<file path="src/rtl/regfilemux.sv">
// rtl/regfilemux.sv - regfile write-data source selector encoding
package regfilemux;

    typedef enum logic [3:0] {
        alu_out  = 4'd0,
        br_en    = 4'd1,
        u_imm    = 4'd2,
        lw       = 4'd3,
        pc_plus4 = 4'd4,
        lb       = 4'd5,
        lbu      = 4'd6,
        lh       = 4'd7,
        lhu      = 4'd8
    } regfilemux_sel_t;

endpackage : regfilemux

</file>
<file path="src/rtl/rv32i_types.sv">
// rtl/rv32i_types.sv - shared RV32I pipeline types
package rv32i_types;

    typedef enum logic [6:0] {
        op_lui   = 7'b0110111,
        op_auipc = 7'b0010111,
        op_jal   = 7'b1101111,
        op_jalr  = 7'b1100111,
        op_br    = 7'b1100011,
        op_load  = 7'b0000011,
        op_store = 7'b0100011,
        op_imm   = 7'b0010011,
        op_reg   = 7'b0110011,
        op_csr   = 7'b1110011
    } rv32i_opcode;

    typedef enum logic [2:0] {
        lb  = 3'b000,
        lh  = 3'b001,
        lw  = 3'b010,
        lbu = 3'b100,
        lhu = 3'b101
    } load_funct3_t;

    typedef enum logic [2:0] {
        sb = 3'b000,
        sh = 3'b001,
        sw = 3'b010
    } store_funct3_t;

    typedef enum logic [1:0] {
        IDLE   = 2'd0,
        ACCESS = 2'd1,
        WB     = 2'd2
    } mem_wb_state_t;

    typedef struct packed {
        rv32i_opcode                 opcode;
        logic                        load_regfile;
        logic                        data_read;
        logic                        data_write;
        regfilemux::regfilemux_sel_t regfilemux_sel;
    } rv32i_control_word;

endpackage : rv32i_types

</file>
<file path="src/rtl/mem_align.sv">
// rtl/mem_align.sv - byte-lane placement for stores and extraction/extension for loads
module mem_align
    import rv32i_types::*;
(
    input  logic [2:0]                  store_funct3_i,
    input  logic [1:0]                  offset_i,
    input  logic [31:0]                 store_data_i,
    output logic [3:0]                  mbe_o,
    output logic [31:0]                 wdata_o,
    input  regfilemux::regfilemux_sel_t load_sel_i,
    input  logic [31:0]                 load_rdata_i,
    output logic [31:0]                 load_value_o
);

    logic [7:0]  byte_v;
    logic [15:0] half_v;

    // Misaligned offsets are truncated to the access size rather than trapped.
    assign byte_v = load_rdata_i[{offset_i, 3'b000} +: 8];
    assign half_v = load_rdata_i[{offset_i[1], 4'b0000} +: 16];

    // Store side: move the low bytes of rs2 into the addressed lanes.
    always_comb begin
        mbe_o   = 4'b1111;
        wdata_o = store_data_i;
        case (store_funct3_t'(store_funct3_i))
            sb: begin
                mbe_o   = 4'b0001 << offset_i;
                wdata_o = store_data_i << {offset_i, 3'b000};
            end
            sh: begin
                mbe_o   = 4'b0011 << {offset_i[1], 1'b0};
                wdata_o = store_data_i << {offset_i[1], 4'b0000};
            end
            default: begin
                mbe_o   = 4'b1111;
                wdata_o = store_data_i;
            end
        endcase
    end

    // Load side: pick the addressed lane and sign- or zero-extend it.
    always_comb begin
        load_value_o = load_rdata_i;
        case (load_sel_i)
            regfilemux::lb:  load_value_o = {{24{byte_v[7]}}, byte_v};
            regfilemux::lbu: load_value_o = {24'h0, byte_v};
            regfilemux::lh:  load_value_o = {{16{half_v[15]}}, half_v};
            regfilemux::lhu: load_value_o = {16'h0, half_v};
            default:         load_value_o = load_rdata_i;
        endcase
    end

endmodule : mem_align

</file>
<file path="src/rtl/mem_wb_stage.sv">
// rtl/mem_wb_stage.sv - RV32I memory-access and writeback pipeline stage
module mem_wb_stage
    import rv32i_types::*;
(
    input  logic              clk,
    input  logic              rst,
    input  logic              valid_ex,
    input  rv32i_control_word ctrl_ex,
    input  logic [2:0]        funct3_ex,
    input  logic [4:0]        rd_ex,
    input  logic [31:0]       alu_out_ex,
    input  logic              br_en_ex,
    input  logic [31:0]       rs2_out_ex,
    input  logic [31:0]       u_imm_ex,
    input  logic [31:0]       pc_ex,
    output logic [31:0]       data_addr,
    output logic [31:0]       data_wdata,
    output logic [3:0]        data_mbe,
    output logic              data_read,
    output logic              data_write,
    input  logic [31:0]       data_rdata,
    input  logic              data_resp,
    output logic              stall_mem,
    output logic [4:0]        rd_wb,
    output logic              load_regfile_wb,
    output logic [31:0]       regfilemux_out_wb
);

    mem_wb_state_t               state_q, state_d;
    logic                        load_regfile_q, load_regfile_d;
    logic                        data_read_q, data_read_d;
    logic                        data_write_q, data_write_d;
    regfilemux::regfilemux_sel_t sel_q, sel_d;
    logic [2:0]                  funct3_q, funct3_d;
    logic [4:0]                  rd_q, rd_d;
    logic [31:0]                 alu_q, alu_d;
    logic                        br_q, br_d;
    logic [31:0]                 rs2_q, rs2_d;
    logic [31:0]                 uimm_q, uimm_d;
    logic [31:0]                 pc_q, pc_d;
    logic [31:0]                 rdata_q, rdata_d;

    logic [3:0]                  mbe_raw;
    logic [31:0]                 wdata_raw;
    logic [31:0]                 load_value;
    logic                        unused_opcode;

    // The opcode travels with the control word but this stage decodes only the flag bits.
    assign unused_opcode = ^ctrl_ex.opcode;

    // Next-state: accept from IDLE/WB, wait in ACCESS for the memory response.
    always_comb begin
        state_d        = state_q;
        load_regfile_d = load_regfile_q;
        data_read_d    = data_read_q;
        data_write_d   = data_write_q;
        sel_d          = sel_q;
        funct3_d       = funct3_q;
        rd_d           = rd_q;
        alu_d          = alu_q;
        br_d           = br_q;
        rs2_d          = rs2_q;
        uimm_d         = uimm_q;
        pc_d           = pc_q;
        rdata_d        = rdata_q;
        case (state_q)
            ACCESS: begin
                if (data_resp) begin
                    rdata_d = data_rdata;
                    state_d = WB;
                end
            end
            default: begin
                if (valid_ex) begin
                    load_regfile_d = ctrl_ex.load_regfile;
                    data_read_d    = ctrl_ex.data_read;
                    data_write_d   = ctrl_ex.data_write;
                    sel_d          = ctrl_ex.regfilemux_sel;
                    funct3_d       = funct3_ex;
                    rd_d           = rd_ex;
                    alu_d          = alu_out_ex;
                    br_d           = br_en_ex;
                    rs2_d          = rs2_out_ex;
                    uimm_d         = u_imm_ex;
                    pc_d           = pc_ex;
                    state_d        = (ctrl_ex.data_read || ctrl_ex.data_write) ? ACCESS : WB;
                end else begin
                    state_d = IDLE;
                end
            end
        endcase
    end

    // Pipeline registers; reset drops any outstanding memory request.
    always_ff @(posedge clk) begin
        if (!rst) begin
            state_q        <= IDLE;
            load_regfile_q <= 1'b0;
            data_read_q    <= 1'b0;
            data_write_q   <= 1'b0;
            sel_q          <= regfilemux::alu_out;
            funct3_q       <= 3'b000;
            rd_q           <= 5'd0;
            alu_q          <= 32'h0;
            br_q           <= 1'b0;
            rs2_q          <= 32'h0;
            uimm_q         <= 32'h0;
            pc_q           <= 32'h0;
            rdata_q        <= 32'h0;
        end else begin
            state_q        <= state_d;
            load_regfile_q <= load_regfile_d;
            data_read_q    <= data_read_d;
            data_write_q   <= data_write_d;
            sel_q          <= sel_d;
            funct3_q       <= funct3_d;
            rd_q           <= rd_d;
            alu_q          <= alu_d;
            br_q           <= br_d;
            rs2_q          <= rs2_d;
            uimm_q         <= uimm_d;
            pc_q           <= pc_d;
            rdata_q        <= rdata_d;
        end
    end

    mem_align u_align (
        .store_funct3_i (funct3_q),
        .offset_i       (alu_q[1:0]),
        .store_data_i   (rs2_q),
        .mbe_o          (mbe_raw),
        .wdata_o        (wdata_raw),
        .load_sel_i     (sel_q),
        .load_rdata_i   (rdata_q),
        .load_value_o   (load_value)
    );

    // Memory-side outputs come only from held registers, so they stay stable through ACCESS.
    assign data_addr  = {alu_q[31:2], 2'b00};
    assign data_mbe   = data_write_q ? mbe_raw : 4'b0000;
    assign data_wdata = data_write_q ? wdata_raw : 32'h0;
    assign data_read  = (state_q == ACCESS) && data_read_q;
    assign data_write = (state_q == ACCESS) && data_write_q;
    assign stall_mem  = (state_q == ACCESS);

    // Writeback: x0 writes are always suppressed.
    assign rd_wb           = rd_q;
    assign load_regfile_wb = (state_q == WB) && load_regfile_q && (rd_q != 5'd0);

    // Regfile write-data mux over the held instruction results.
    always_comb begin
        regfilemux_out_wb = alu_q;
        case (sel_q)
            regfilemux::alu_out:  regfilemux_out_wb = alu_q;
            regfilemux::br_en:    regfilemux_out_wb = {31'h0, br_q};
            regfilemux::u_imm:    regfilemux_out_wb = uimm_q;
            regfilemux::pc_plus4: regfilemux_out_wb = pc_q + 32'd4;
            default:              regfilemux_out_wb = load_value;
        endcase
    end

endmodule : mem_wb_stage
</file>
<file path="config.mk">
export PLATFORM = sky130hd
export DESIGN_NAME = mem_wb_stage
export DESIGN_NICKNAME = d
export VERILOG_FILES = /design/src/rtl/regfilemux.sv /design/src/rtl/rv32i_types.sv /design/src/rtl/mem_align.sv /design/src/rtl/mem_wb_stage.sv
export SDC_FILE = /design/constraint.sdc
export NUM_CORES = 1
export LEC_CHECK = 0
export CAP_MARGIN = 0
export CORE_MARGIN = 2
export CORE_UTILIZATION = 35
export CTS_CLUSTER_DIAMETER = 50
export DETAILED_ROUTE_END_ITERATION = 10
export GPL_ROUTABILITY_DRIVEN = 0
export PLACE_DENSITY = 0.61
export SETUP_SLACK_MARGIN = 0.2
export SYNTH_ARGS = -nofsm -noshare
export SYNTH_HDL_FRONTEND = slang
export SYNTH_SLANG_ARGS = --single-unit
</file>
<file path="constraint.sdc">
create_clock -name clk -period 2.2 [get_ports clk]
set_input_delay 0.44 -clock clk [delete_from_list [all_inputs] [get_ports clk]]
set_output_delay 0.44 -clock clk [all_outputs]
set_load 0.03 [all_outputs]
</file>
Word level (Yosys, flattened, before mapping):

Index checks and enable logic that the tools add are counted.

* flip-flop bits (word level): 178
* bits in latches: 0
* memory bits (writable): 0
* memory bits (read-only): 0
* output and inout bits: 109
* memories kept: 0

* add/subtract/negate cells: 1
* multipliers: 0
* div/mod/pow operators: 0
* $lt $le $gt $ge: 0
* equal/unequal tests: 11
* shift operators: 6
* mux-type cells: 10
* bitwise logic cells: 1
* reductions and logical operators: 10

Operator list (count)
* $pmux W32 S4: 2
* $pmux W32 S2: 1
* $shl A32 B5 Y32: 2
* $add A32 B3 Y32 const B: 1
* $mux W32: 1
* $shiftx A32 B6 Y16: 1
* $shiftx A32 B6 Y8: 1
* $eq A4 B3 Y1 const B: 4
* $mux W2: 4
* $pmux W4 S2: 1
* $reduce_bool A5 Y1: 1
* $eq A4 B1 Y1 const B: 1
* $eq A4 B2 Y1 const B: 1
* $eq A4 B4 Y1 const B: 1
* $logic_and A1 B1 Y1: 4
* $logic_not A4 Y1: 1
* $mux W4: 1
* $reduce_and A2 Y1: 2
* $shl A1 B2 Y4 const A: 1
* $shl A2 B2 Y4 const A: 1
* $eq A3 B1 Y1 const B: 1
* $logic_not A3 Y1: 1
* $eq A2 B1 Y1 const B: 1
* $eq A2 B2 Y1 const B: 1
* other kinds (3): 3

Longest topological paths before layout:

* depth after elaboration: 4
* gate-level depth with buffers: 8

By module:

Synthesis repeated with hierarchy kept, for this count alone.

* cell total of the unflattened synthesis: 1264
* area total of the unflattened synthesis: 9839.4 µm²

Modules (own cells, without submodules)
* mem_wb_stage: instances 1, cells each 1057, area each 8364.3 µm², sequential area each 3563.4 µm²
* mem_align: instances 1, cells each 207, area each 1475.2 µm², sequential area each 0.0 µm²

Least setup slack after synthesis:

OpenSTA, ideal clock, no wires.

* path kind: reg-to-output
* from: register alu_q[0]
* to: output port data_wdata[24]
* data arrival time: 2052 ps
* data required time: 1760 ps
* setup slack: -292 ps
* stages on the path, launching flop included: 8
* path buffers: 3
* cells stage by stage: dfxtp_1 buf_4 a21bo_2 buf_2 buf_6 nor2_1 a22oi_1 o21ai_0

* longest elaborated chain between the ends: 3

Ends and longest elaborated chain
* start: declaration: RTL line mem_wb_stage.sv:36 `logic [31:0] alu_q, alu_d;`
* start signal: assignment: RTL line mem_wb_stage.sv:118 `alu_q <= alu_d;`
* $shl A32 B5 Y32: RTL line mem_align.sv:29 `wdata_o = store_data_i << {offset_i, 3'b000};`
* $pmux W32 S2: RTL line mem_align.sv:26 `case (store_funct3_t'(store_funct3_i))`
* $mux W32: RTL line mem_wb_stage.sv:141 `assign data_wdata = data_write_q ? wdata_raw : 32'h0;`
* end: declaration: RTL line mem_wb_stage.sv:17 `output logic [31:0] data_wdata,`

Every way passes these cells.

Worst setup path in the final report:

* from: register alu_q[0]
* to: output port regfilemux_out_wb[4]

* longest elaborated chain between the ends: 3

Ends and longest elaborated chain
* $shiftx A32 B6 Y8: RTL line mem_align.sv:19 `assign byte_v = load_rdata_i[{offset_i, 3'b000} +: 8];`
* $pmux W32 S4: RTL line mem_align.sv:45 `case (load_sel_i)`
* $pmux W32 S4: RTL line mem_wb_stage.sv:153 `case (sel_q)`
* end: declaration: RTL line mem_wb_stage.sv:26 `output logic [31:0] regfilemux_out_wb`

Every way passes these cells.

==> metrics.md <==
| Metric | Value |
|---|---|
| Htree depth | `4` |
| Share of layout cells above drive strength 1 | `0.310` |
| Post-synth ARST share | `0` |
| Setup-failing EPs final | `66` |
| Die Area | `30000 sq um` |
| Worst slew margin | `0.655` |
| CP arrival | `2260 ps` |
| DRT iter0 DRCs | `775` |
| R2R setup slack | `660 ps` |
| Failing checks | `negative setup slack` |
| Seq/Total Area, Yosys | `0.356` |
| Synthesized area per cell | `7.59 sq um` |
| Pwr/cell area | `574 nW/um^2` |
| Ys Warns | `0` |
| Net count, final | `1849` |
| Hold wc startpoint | `uimm_q[23]` |
| DIE WIDTH | `173 um` |
| CP Class | `register to primary output` |
| Worst-path clk slew | `70 ps` |
| Number of global-route vias before repair | `10200` |
| Dpl hpwl | `27300 um` |
| Fmax | `370 MHz` |
| Hold-fix buffers at CTS | `0` |
| Skew-Pair Late Insertion Delay | `440 ps` |
| Clk buf depth | `2` |
| Hold Path Class | `register to register` |
| Row cnt | `61` |
| Placed insts | `1977` |
| First-pass GRT wire length | `57900 um` |
| TritonCTS Buffers | `17` |
| Worst Path Required | `1760 ps` |
| Avg WL per Cell | `18.6 um` |
| CTS tree | `built` |
| Commonest non-fill, non-tap cell in the layout | `nand2_1` |
| Outcome | `finished with violations` |
| Final setup margin | `-503 ps` |
| Min Hold Slack | `463 ps` |
| Post-route ant nets | `0` |
| Total grt overflow | `0` |
| Total Power | `9.51 mW` |
| Hold depth | `2` |
| Top_reg_cell synth | `dfxtp_1` |
| P&R area growth vs syn | `65.6%` |
| Initial Utilization | `0.358` |
| Core area | `27900 sq um` |
| Largest net degree at the start of global routing | `72` |
| Final cell count without fillers | `2056` |
| Post-DR vias/cell | `5.17` |
| Critical Path End Type | `primary output` |
| Min-Delay Endpoint | `uimm_q[23]` |
| Slew @ Worst Pin | `517 ps` |
| DRT Pass-1 Iters | `7` |
| Final Hold Viols | `0` |
| Clk sinks | `178` |
| Layout Skew | `19.2 ps` |
| Multi-input gate area | `6880 sq um` |
| # fillers | `2445` |
| Most frequent cells in the layout | `377 x nand2_1, 208 x clkdlybuf4s50_1, 176 x a21boi_0` |
| CP Launch Type | `register` |
| Maxcap violations | `0` |
| Post-synth EDFFs | `0` |
| Synth Register Bits | `178` |
| Worst flop-to-flop path startpoint | `state_q[0]` |
| Synthesized cell area | `10000 sq um` |
| Fin crit share | `1.23` |
| Post-layout minimum cycle time | `2700 ps` |
| Worst reg2reg path endpoint | `pc_q[3]` |
| Slew Viols, Final | `0` |
| Antenna violations before repair | `4` |
| Seq. cell area | `3600 sq um` |
| Largest fanout on the critical path | `5` |
| I/O pins | `296` |
| DRT Wirelength | `38200 um` |
| RSZ-0062 raised after global routing | `true` |
| Max IR drop VDD | `390 uV` |
| Reg2Reg Depth | `5` |
| Post-Place Setup Slack | `-123 ps` |
| Cells after synthesis | `1318` |
| P_leak | `6.20 nW` |
| Detailed-route DRC error count | `0` |
| Vias | `10600` |
| Gr usage total | `0.244` |
| Root Buffer | `clkbuf_16` |
| Port Buffer Count | `286` |
| Synth cell types | `62` |
| Die Y | `173 um` |
==> flip-flops by register name, summed over array words and instances (netlist names), 2 cells and up <==
name and cells:
pc_q 32, rdata_q 32, uimm_q 32, sel_q 4, alu_q 32, rs2_q 32, funct3_q 3, rd_wb 5
state_q 2
==> synth_stat cells, types with 4 or more instances <==
cell / number / area [sq um]
a21o_1: 13 / 97.6
nand3_1: 12 / 60.1
dfxtp_1: 178 / 3560
nor4_1: 4 / 25.0
mux4_2: 4 / 90.1
xnor2_1: 14 / 123
o22ai_1: 13 / 81.3
mux2i_1: 18 / 180
buf_1: 7 / 26.3
a21oi_1: 53 / 265
nor3_1: 14 / 70.1
buf_2: 30 / 150
xor2_1: 10 / 87.6
and4_2: 4 / 40.0
mux2_2: 16 / 180
nor2b_1: 7 / 43.8
a22oi_1: 18 / 135
nand4_1: 5 / 31.3
o221ai_1: 18 / 158
and2_1: 25 / 156
a21boi_0: 177 / 1330
nand2_1: 387 / 1450
inv_1: 20 / 75.1
buf_4: 35 / 263
nand2b_1: 16 / 100
o21ai_0: 80 / 400
nor2_1: 21 / 78.8
o21a_1: 6 / 45.0
clkbuf_1: 59 / 221
a211oi_1: 5 / 37.5
==> cells by family (layout without fill, tap and decap cells) <==
logic type | after synthesis | after routing | share of synthesized area
fa+ha+maj | 1 | 1 | 0.00125
compound gates | 408 | 408 | 0.277
buf+inv | 157 | 510 | 0.0792
xor+xnor | 24 | 24 | 0.0210
simple gates | 511 | 513 | 0.220
other cells | 1 | 6 | 0.000375
flops | 178 | 178 | 0.356
mux | 38 | 38 | 0.0450
==> final cells by class <==
class | count | share of cell area
antenna | 4 | 0.000604
clock buffer | 18 | 0.0265
clock inverter | 14 | 0.00966
inverter | 20 | 0.00476
multi-input combinational | 986 | 0.415
sequential | 178 | 0.217
tap | 378 | 0.0285
timing repair buffer | 458 | 0.297
==> metrics by stage <==
step / TNS (ps) / cell area, sq um / utilization
2_1_floorplan: 0 / 10500 / -
3_3_place_gp: -1060 / 14300 / 0.514
3_5_place_dp: -1400 / 14300 / 0.514
4_1_cts: -23270 / 16200 / 0.578
5_1_grt: -28310 / 16600 / 0.593
6_report: -24180 / 16600 / 0.593
==> worst max path at each step <==
stage,startpoint,endpoint,slack [ps],cells after the start
after floorplan,alu_q[0],regfilemux_out_wb[14],20,6
after global placement,alu_q[0],regfilemux_out_wb[13],-110,6
after detailed placement,alu_q[0],regfilemux_out_wb[13],-120,6
after CTS,alu_q[0],regfilemux_out_wb[14],-520,6
after global routing,alu_q[0],regfilemux_out_wb[11],-600,6
final,alu_q[0],regfilemux_out_wb[4],-500,6
==> metal layers <==
metal,part of all wire,GRT usage,vias up
li1,-,-,5178
met1,0.45,0.336,5010
met2,0.45,0.380,378
met3,0.070,0.0512,63
met4,0.026,0.0787,0
met5,0,0,-
==> report_power, final <==
part	internal (mW)	switching, mW	total (mW)
combinational	1.42	1.37	2.78
clock	1.65	1.47	3.12
sequential	3.41	0.191	3.60
==> critical path, cell delays in order, from the launching register on <==
cell	delay (ps)
dfxtp_2	340
buf_4	120
buf_8	120
mux4_2	500
a22o_1	240
a311o_2	360
buf_12	150
==> timing repair <==
action / CTS / global route
cloned: 9 / 2
buffers inserted: 25 / 7
setup endpoints to repair: 71 / 74
pin swaps: 65 / 26
resized for setup: 258 / 71
(Power assumes the default switching activity.)
